==> src/rtl/hiscore_ram_port.sv <==
// hiscore_ram_port
//   Arbitrates the single-port main work RAM between the Z80 and the
//   high-score save/restore engine. The high-score side owns the port only
//   while the core is paused, after a settle window that lets the CPU finish
//   a last write.
//
// Ports
//   clk48M, reset           core clock, synchronous active-high reset
//   PAUSE_N                 low = CPU halted, high-score access allowed
//   cpu_ad/cpu_do/cpu_we    CPU work-RAM request (address already decoded)
//   cpu_di                  CPU read data (straight from ram_do)
//   HSAD/HSDI/HSWE          high-score request in CPU address space
//   HSDO                    high-score read data, registered
//   ram_ad/ram_di/ram_we    work-RAM port
//   ram_do                  work-RAM read data, one cycle after ram_ad
//   hs_grant                high-score side owns the RAM port
//   hs_drop                 sticky: a high-score write came in while not granted
module hiscore_ram_port #(
    parameter int          RAM_AW = 12,
    parameter logic [15:0] BASE   = 16'hC000,
    parameter int          SETTLE = 4
) (
    input  logic              clk48M,
    input  logic              reset,
    input  logic              PAUSE_N,
    input  logic [RAM_AW-1:0] cpu_ad,
    input  logic [7:0]        cpu_do,
    input  logic              cpu_we,
    output logic [7:0]        cpu_di,
    input  logic [15:0]       HSAD,
    input  logic [7:0]        HSDI,
    input  logic              HSWE,
    output logic [7:0]        HSDO,
    output logic [RAM_AW-1:0] ram_ad,
    output logic [7:0]        ram_di,
    output logic              ram_we,
    input  logic [7:0]        ram_do,
    output logic              hs_grant,
    output logic              hs_drop
);

    typedef enum logic [1:0] {
        ST_CPU    = 2'd0,
        ST_SETTLE = 2'd1,
        ST_HS     = 2'd2
    } state_t;

    localparam logic [3:0] SETTLE_INIT = 4'(SETTLE - 1);

    state_t     state;
    logic [3:0] settle_cnt;
    logic       hit;
    logic       hit_d;

    // High-score address falls inside the work-RAM window.
    assign hit = (HSAD[15:RAM_AW] == BASE[15:RAM_AW]);

    // CPU read path is untouched: same one-cycle RAM latency.
    assign cpu_di = ram_do;

    // Port mux is selected by the registered state only, so PAUSE_N never
    // reaches the RAM port combinationally. In HS the CPU strobe is ignored,
    // which is what makes a simultaneous high-score write win.
    always_comb begin
        ram_ad = cpu_ad;
        ram_di = cpu_do;
        ram_we = cpu_we;
        if (state == ST_HS) begin
            ram_ad = HSAD[RAM_AW-1:0];
            ram_di = HSDI;
            ram_we = HSWE & hit;
        end
        // A reset cycle never writes, even with a strobe still held.
        if (reset) begin
            ram_we = 1'b0;
        end
    end

    always_ff @(posedge clk48M) begin
        if (reset) begin
            state      <= ST_CPU;
            settle_cnt <= '0;
            hs_grant   <= 1'b0;
            hs_drop    <= 1'b0;
            hit_d      <= 1'b0;
            HSDO       <= 8'h00;
        end else begin
            // hit_d lines up with ram_do; misses and ungranted cycles read 0.
            hit_d <= (state == ST_HS) && hit;
            HSDO  <= hit_d ? ram_do : 8'h00;

            if (HSWE && (state != ST_HS)) begin
                hs_drop <= 1'b1;
            end

            case (state)
                ST_CPU: begin
                    if (!PAUSE_N) begin
                        state      <= ST_SETTLE;
                        settle_cnt <= SETTLE_INIT;
                    end
                end
                ST_SETTLE: begin
                    if (PAUSE_N) begin
                        state <= ST_CPU;
                    end else if (settle_cnt == 4'd0) begin
                        state    <= ST_HS;
                        hs_grant <= 1'b1;
                    end else begin
                        settle_cnt <= settle_cnt - 4'd1;
                    end
                end
                ST_HS: begin
                    if (PAUSE_N) begin
                        state    <= ST_CPU;
                        hs_grant <= 1'b0;
                    end
                end
                default: begin
                    state    <= ST_CPU;
                    hs_grant <= 1'b0;
                end
            endcase
        end
    end

endmodule

==> config.mk <==
export PLATFORM = sky130hd
export DESIGN_NAME = hiscore_ram_port
export DESIGN_NICKNAME = d
export VERILOG_FILES = /design/src/rtl/hiscore_ram_port.sv
export SDC_FILE = /design/constraint.sdc
export NUM_CORES = 1
export LEC_CHECK = 0
export ABC_AREA = 1
export BUFFER_PORTS_ARGS = -buffer_cell sky130_fd_sc_hd__buf_2
export CORE_ASPECT_RATIO = 0.5
export CORE_UTILIZATION = 36
export DETAILED_ROUTE_END_ITERATION = 10
export GPL_TIMING_DRIVEN = 0
export PLACE_DENSITY = 0.79
export SLEW_MARGIN = 20
export SYNTH_ARGS = -nofsm -noshare
export SYNTH_HDL_FRONTEND = slang
export SYNTH_SLANG_ARGS = --single-unit
==> constraint.sdc <==
create_clock -name clk48M -period 1.4 [get_ports clk48M]
set_input_delay 0.28 -clock clk48M [delete_from_list [all_inputs] [get_ports clk48M]]
set_output_delay 0.28 -clock clk48M [all_outputs]
set_load 0.02 [all_outputs]
---- After elaboration in Yosys (flattened, before gate mapping) ----
Cells that the tools add are included.
operators by class
  $add $sub $neg .......................... 1
  equal/unequal tests ..................... 10
  multiplexer cells ....................... 17
  bitwise operators ....................... 3
  reduce and logical (&&, ||, !) cells .... 9
operator list
  operator                                                             count
  12-bit 2-to-1 mux                                                    1
  4-bit 2-to-1 mux                                                     3
  2-bit inequality test (second input constant)                        6
  2-bit 2-to-1 mux                                                     4
  8-bit 2-to-1 mux                                                     1
  4-bit case mux with 2 select lines                                   1
  4-bit AND reduction                                                  2
  2-bit case mux with 3 select lines                                   1
  1-bit 2-to-1 mux                                                     5
  4-bit == test (second input constant)                                1
  4-bit zero test                                                      1
  4-bit by 1-bit subtractor with 4-bit output (second input constant)  1
  3-bit inequality test (second input constant)                        1
  1-bit case mux with 3 select lines                                   1
  3-bit AND reduction                                                  1
  2-bit by 1-bit == test with 1-bit output (second input constant)     1
  2-bit == test (second input constant)                                1
  1-bit logical AND                                                    2
  2-bit zero test                                                      1
  1-bit inverter                                                       2
  2-bit nonzero test                                                   1
  2-bit OR reduction                                                   1
  1-bit AND                                                            1
word-level totals
  flip-flop bits (word level) ............. 17
  input bits .............................. 57
  output and inout bits ................... 39
  word-level logic and storage cells ...... 46

---- Depth between registers and ports, before layout ----
Gate-level depths: netlist of run 1.
  depth in word-level cells ............... 4
  depth in mapped cells ................... 9
  gate-level depth less buffers ........... 9

---- Worst setup path before layout of run 1 ----
No wires, ideal clock.
  path type ............................... reg-to-output
  start ................................... register state[1]
  end ..................................... output ram_ad[0]
  arrival time ............................ 0.902 ns
  data required time ...................... 1.120 ns
  slack ................................... 0.218 ns
  cell stages (with the launch flop) ...... 7
  path buffers ............................ 1
  path through ............................ dfxtp_1 -> inv_2 -> nor2_4 -> inv_2 -> buf_6 -> nand2_1 -> nand2_1
between the ends
  longest elaborated chain between the ends .. 2
ends and longest elaborated chain
  item                    RTL line  text
  start, declared         50        state_t state;
  start signal, assigned  81        state <= ST_CPU;
  start signal, assigned  99        state <= ST_SETTLE;
  start signal, assigned  105       state <= ST_CPU;
  2-bit == test           68        if (state == ST_HS) begin
  12-bit 2-to-1 mux       68
  end, declared           34        output logic [RAM_AW-1:0] ram_ad,
No other way between the ends.

---- Final worst setup path of run 1 ----
  start ................................... register state[0]
  end ..................................... output ram_ad[7]
The elaborated chain is that of the path after synthesis.

==> run_results.csv, run 1 <==
group,metric,value,unit
power,cellLeakagePower,1.10,nW
hold_path,hold_start,"ram_do[4]",
critical_path,crit_slowest_cell,"dfxtp_4",
placed_design,dp_slack,0.0672,ns
critical_path,crit_start,"state[0]$_SDFFE_PP0P_",
grt,first_global_vias,1220,
clock_tree,cts_root_buf,"clkbuf_8",
floorplanning,dieWidth,77.7,um
outcome,status,"finished with violations",
floorplanning,start_util,38.9,%
power,seqPwrFrac,37.0,%
clock_tree,clk_pin_slew,0.07,ns
timing,max_freq,613,MHz
clock_tree,cts_made_buffers,3,
placed_design,post-dp-hpwl,2.29,mm
detailed_routing,drtAntennaViolNets,0,
synthesis,yosys_warnings,0,
grt,grt_overflow,0,
clock_tree,cts.path.max_buffers,2,
synthesis,yosys.area.top_type,"dfxtp_1",
critical_path,end_kind,"output port",
floorplanning,ios,96,
synthesis,synth_area,1030,um2
synthesis,syn_nets,223,
floorplanning,rows,13,
layout,area_growth,89.1,%
flow_run,max_cap_viol_count,0,
clock_tree,cts_tree,"yes",
synthesis,synth.top_cell.area_share,33.0,%
synthesis,ys_top_cells_by_area,"dfxtp_1 (33%), nand2_1 (25%), buf_4 (7.3%)",
detailed_routing,wl_per_cell,12.6,um
critical_path,critPathMaxFanout,10,
timing,worst_slack,-0.232,ns
timing,drv_slew,0,
grt,grt_pass1_wl,4.96,mm
timing,rsz0062_at_grt,"yes",
power,combPwrFrac,36.1,%
layout,fillCellCount,192,
clock_tree,cts_num_sinks,17,
outcome,violations,"negative setup slack",
timing,finalHoldWorstSlack,0.240,ns
critical_path,slowest_delay,0.37,ns
detailed_routing,drt_iter0_markers,44,
grt,grt_max_degree,11,
timing,worstMarginPinSlew,0.323,ns
floorplanning,core-area,2650,um2
critical_path,worstPathCellList,"nor2_4, buf_4, buf_6, nand2_1, nand2_2, buf_6",
timing,fin_worst_skew,0.00135,ns
timing,finalSetupViolations,21,
power,p_int,0.000938,W
floorplanning,die_area,3090,um2
critical_path,startpoint_type,"register",
detailed_routing,drcViolationCount,0,
critical_path,cp.required,1.12,ns
synthesis,syn_inst,164,
grt,grt_use_total,21.4,%
floorplanning,die_h,39.8,um
layout,final_nets,333,
critical_path,worstPathArrival,1.35,ns
power,ir_drop,565,uV
timing,setup_tns,-4.34,ns
clock_tree,cts_max_level,1,
grt,antenna_found_initial,0,
placed_design,globalplace.congestion,0.786,
critical_path,crit_buf_inv,3,
power,power.density,711,nW/um2
detailed_routing,vias_per_cell,4.57,
detailed_routing,num_vias,1416,
power,p_total,0.00139,W
timing,period_share,117,%
power,swShare,32.3,%
timing,max_slew_margin,78.4,%
placed_design,port_buffers,95,
power,pwr-share-clk,26.9,%
critical_path,cp_common_cell,"buf_6",
critical_path,critical_path_class,"register to output port",
synthesis,synth-seq-cells,17,
timing,hold_viol,0,
power,switching_power,0.000448,W
layout,diodes,0,
layout,drive_above_1_share,62.6,%
timing,period_needed,1.63,ns
clock_tree,clk_latency,0.26,ns
synthesis,yosys.cell_types.count,20,
synthesis,syn_avg_cell_area,6.29,um2
critical_path,timing.rr.start,"settle_cnt[0]$_SDFFE_PP0P_",
detailed_routing,totalWireLength,3.92,mm
critical_path,crit_family,"buffers and inverters",
detailed_routing,dr.pass1.iters,4,
hold_path,hold_path.class,"input port to register",
synthesis,yosysSeqAreaShare,33.0,%
## per-layer routing
| metal | part of all wire (%) | wire length (um) | vias to the layer above | global-route usage, % |
|---|---|---|---|---|
| met2 | 54 | 2130 | 63 | 46.5 |
| met5 | 0 | 0 | - | 0 |
| met4 | 2.7 | 105 | 0 | 7.08 |
| met3 | 5.8 | 229 | 12 | 5.58 |
| li1 | - | - | 703 | - |
| met1 | 37 | 1450 | 638 | 20.9 |
## path summary, 6_finish.rpt
kind / slack (ns) / cells past startpoint / end
setup / recovery: -0.23 / 6 / ram_ad[7]
hold / removal: 0.24 / 3 / HSDO[4]$_SDFF_PP0_
setup reg to reg: 0.16 / 9 / settle_cnt[3]$_SDFFE_PP0P_
hold reg to reg: 0.45 / 2 / hs_grant$_SDFFE_PP0P_
## flip-flops by register name, summed over array words and instances (netlist names)
signal,cells
HSDO,8
hit_d,1
hs_drop,1
hs_grant,1
settle_cnt,4
state,2
## metrics by stage
| stage | utilization (%) | cells | cell area (um2) |
|---|---|---|---|
| final | 73.5 | 310 | 1950 |
| after detailed placement | 58.6 | 296 | 1550 |
| after global routing | 73.5 | 310 | 1950 |
| after global placement | 58.6 | 296 | 1550 |
| after floorplan | - | 164 | 1030 |
| after CTS | 70.1 | 307 | 1860 |
## placed cells by master (no fill, tap or decap), drive strengths merged, types with 3 or more instances in the layout
| master | instances |
|---|---|
| buf | 117 |
| nor2 | 22 |
| nand4 | 3 |
| dfxtp | 17 |
| clkinv | 3 |
| nand3 | 5 |
| a21oi | 3 |
| clkbuf | 3 |
| and3 | 3 |
| nand2 | 73 |
| inv | 17 |
## synthesized netlist by cell type, drive strengths merged
cell	n
nor3	2
dfxtp	17
nor3b	1
buf	12
ha	2
nor2	22
a21oi	3
nand4	3
nand3	5
and3	3
inv	18
clkinv	1
nand2	73
o21ai	2
## area by class of cell
type                       count  area [um2]  area share [%]
multi-input combinational    116         637            32.7
tap                           37        46.3            2.37
buffer                        12         105            5.39
clock buffer                   3        41.3            2.12
inverter                      19        76.3            3.92
sequential                    17         345            17.7
timing repair buffer         105         693            35.6
clock inverter                 1        5.00           0.257
## cells by family after synthesis
| family | Yosys count | synth area share (%) |
|---|---|---|
| flip-flops | 17 | 33.0 |
| AND/OR/NAND/NOR | 109 | 45.8 |
| adder cells (fa/ha/maj) | 2 | 2.43 |
| AO/OA/AOI/OAI | 5 | 2.43 |
| buffers and inverters | 31 | 16.4 |
## repair_timing
| action | CTS | global route |
|---|---|---|
| hold buffers | 0 | 0 |
| setup buffers | 5 | 3 |
| gates cloned | 2 | 0 |
| resized for setup | 74 | 21 |
| pin swaps | 12 | 8 |
| endpoints found under the setup margin | 21 | 21 |
| endpoints found under the hold margin | 0 | 0 |
## tightest hold or removal path, cell delays in order
cell and delay, ns:
buf_2 0.10, inv_1 0.04, nor2_1 0.03
## power groups by stage
| stage | Sequential, W | Clock (W) | Combinational [W] |
|---|---|---|---|
| floorplan | 0.000526 | 0 | 0.000219 |
| global placement | 0.000523 | 0 | 0.000367 |
| detailed placement | 0.000524 | 0 | 0.000376 |
| CTS | 0.000513 | 0.000374 | 0.000465 |
| global route | 0.000514 | 0.000391 | 0.000537 |
| finish | 0.000513 | 0.000373 | 0.000501 |
Power figures use the tool's default switching activity.
==> run 2, diff against run 1 <==
--- a/config.mk
+++ b/config.mk
@@ -7,11 +7,14 @@
 export LEC_CHECK = 0
 export ABC_AREA = 1
 export BUFFER_PORTS_ARGS = -buffer_cell sky130_fd_sc_hd__buf_2
+export CELL_PAD_IN_SITES_DETAIL_PLACEMENT = 0
+export CELL_PAD_IN_SITES_GLOBAL_PLACEMENT = 1
 export CORE_ASPECT_RATIO = 0.5
-export CORE_UTILIZATION = 36
+export CORE_UTILIZATION = 20
 export DETAILED_ROUTE_END_ITERATION = 10
 export GPL_TIMING_DRIVEN = 0
-export PLACE_DENSITY = 0.79
+export PLACE_DENSITY_LB_ADDON = 0.1
+export SKIP_LAST_GASP = 1
 export SLEW_MARGIN = 20
 export SYNTH_ARGS = -nofsm -noshare
 export SYNTH_HDL_FRONTEND = slang
==> constraint.sdc (replaced) <==
create_clock -name clk48M -period 1.32 [get_ports clk48M]
set_input_delay 0.264 -clock clk48M [delete_from_list [all_inputs] [get_ports clk48M]]
set_output_delay 0.264 -clock clk48M [all_outputs]
set_load 0.02 [all_outputs]
==> run 2 against run 1 <==
First-iteration DRC count up 32%. The flow still finishes with violations (negative setup slack). Core utilization down 39 points. Highest routed layer unchanged. Clock skew up 0.0024 ns. Total power down 3.9%. Final area down 12%. Register-to-register slack worse by 0.07 ns. Combinational power down 18%.
==> run_results.csv, run 2 (synthesized netlist as in run 1, its figures left out) <==
group,metric,value,unit
outcome,status,"finished with violations",
outcome,violations,"negative setup slack",
critical_path,critical_path_class,"register to output port",
floorplanning,start_util,20.9,%
critical_path,end_kind,"output port",
detailed_routing,vias_per_cell,3.74,
layout,final_nets,328,
floorplanning,die_h,52.8,um
hold_path,hold_path.class,"input port to register",
grt,antenna_found_initial,0,
detailed_routing,num_vias,1264,
floorplanning,core-area,4930,um2
critical_path,worstPathCellList,"inv_2, nor2_4, inv_4, buf_6, nand2_1, nand2_1, buf_4",
critical_path,slowest_delay,0.33,ns
placed_design,post-dp-hpwl,2.22,mm
timing,max_slew_margin,80.3,%
placed_design,globalplace.congestion,0.769,
clock_tree,cts_root_buf,"clkbuf_8",
floorplanning,die_area,5460,um2
critical_path,cp_common_cell,"nand2_1",
power,power.density,779,nW/um2
floorplanning,rows,18,
placed_design,dp_slack,0.00790,ns
flow_run,max_cap_viol_count,0,
layout,fillCellCount,542,
power,cellLeakagePower,1.03,nW
grt,grt_use_total,10.9,%
critical_path,startpoint_type,"register",
timing,finalHoldWorstSlack,0.233,ns
detailed_routing,wl_per_cell,8.46,um
critical_path,crit_slowest_cell,"dfxtp_2",
timing,setup_tns,-3.67,ns
detailed_routing,drcViolationCount,0,
detailed_routing,drtAntennaViolNets,0,
layout,regMostFlops,"HSDO",
clock_tree,cts.path.max_buffers,2,
detailed_routing,totalWireLength,2.86,mm
detailed_routing,dr.pass1.iters,4,
grt,first_global_vias,1074,
placed_design,port_buffers,95,
grt,grt_overflow,0,
critical_path,worstPathArrival,1.24,ns
critical_path,critPathMaxFanout,10,
layout,final_cell_mix,"buf_2 (92), nand2_1 (69), nor2_1 (18)",
timing,fin_worst_skew,0.00380,ns
layout,drive_above_1_share,48.5,%
layout,top_regs,"HSDO: 8 flops, settle_cnt: 4 flops, state: 2 flops",
timing,period_needed,1.50,ns
clock_tree,cts_max_level,1,
floorplanning,ios,96,
layout,diodes,0,
floorplanning,dieWidth,104,um
timing,rsz0062_at_grt,"yes",
timing,max_freq,665,MHz
grt,grt_max_degree,11,
clock_tree,clk_pin_slew,0.06,ns
clock_tree,clk_latency,0.25,ns
layout,largest_reg_flops,8,
grt,grt_pass1_wl,4.71,mm
timing,worstMarginPinSlew,0.294,ns
detailed_routing,drt_iter0_markers,58,
layout,area_growth,65.8,%
clock_tree,cts_made_buffers,3,
critical_path,cp.required,1.06,ns
clock_tree,cts_tree,"yes",
timing,finalSetupViolations,21,
timing,period_share,114,%
power,ir_drop,325,uV
layout,final_common_cell,"buf_2",
timing,worst_slack,-0.183,ns
layout,utilization,34.7,%
timing,drv_slew,0,
clock_tree,cts_num_sinks,17,
timing,hold_viol,0,
run 2: cell count changes in the layout (fill, tap and decap cells not counted), sizes merged:
cell | previous run | this run
clkinv | 3 | 1
inv | 17 | 18
clkbuf | 3 | 4
buf | 117 | 112
run 2: final cells by class:
| type | instances | area [um2] | area share [%] |
|---|---|---|---|
| Timing Repair Buffer | 100 | 524 | 30.7 |
| Tap cell | 70 | 87.6 | 5.12 |
| Sequential cell | 17 | 343 | 20.1 |
| Clock buffer | 4 | 45.0 | 2.64 |
| Buffer | 12 | 109 | 6.37 |
| Multi-Input combinational cell | 116 | 527 | 30.8 |
| Inverter | 19 | 73.8 | 4.32 |
run 2: worst paths after layout:
| kind | startpoint | to | slack, ns | depth (start not counted) |
|---|---|---|---|---|
| setup / recovery | state[1]$_SDFFE_PP0P_ | ram_ad[7] | -0.18 | 7 |
| hold / removal | ram_do[6] | HSDO[6]$_SDFF_PP0_ | 0.23 | 3 |
| setup reg to reg | settle_cnt[0]$_SDFFE_PP0P_ | settle_cnt[3]$_SDFFE_PP0P_ | 0.09 | 9 |
| hold reg to reg | hs_grant$_SDFFE_PP0P_ | hs_grant$_SDFFE_PP0P_ | 0.45 | 2 |
run 2: stage by stage:
| step | cells | power, W | cell area [um2] |
|---|---|---|---|
| final | 338 | 0.00133 | 1710 |
| after global routing | 338 | 0.00143 | 1710 |
| after CTS | 335 | 0.00136 | 1660 |
| after detailed placement | 329 | 0.000955 | 1590 |
| after global placement | 329 | 0.000954 | 1590 |
| after floorplan | 164 | 0.000790 | 1030 |
run 2: critical path, delay by kind of cell (launching register included):
kind          cells  cell delay (ns)
flops             1             0.33
buf+inv           4             0.41
simple gates      3             0.24
run 2: timing repair:
action | CTS | global route
resized for setup | 4 | 7
setup endpoints to repair | 21 | 22
hold buffers | 0 | 0
buffers inserted | 2 | 3
pin swaps | 1 | 1
cloned | 0 | 0
run 2: layer usage:
| layer | vias up | global-route usage (%) | share of wire, % |
|---|---|---|---|
| met5 | - | 0 | 0 |
| met4 | 0 | 3.62 | 1.1 |
| met1 | 516 | 13.1 | 46 |
| met3 | 2 | 3.73 | 8.8 |
| met2 | 53 | 18.3 | 44 |
| li1 | 693 | - | - |
run 2: where the power goes:
group	internal (W)	switching, W
clock	0.000214	0.000164
sequential	0.000531	0.0000131
combinational	0.000184	0.000227
total	0.000928	0.000404
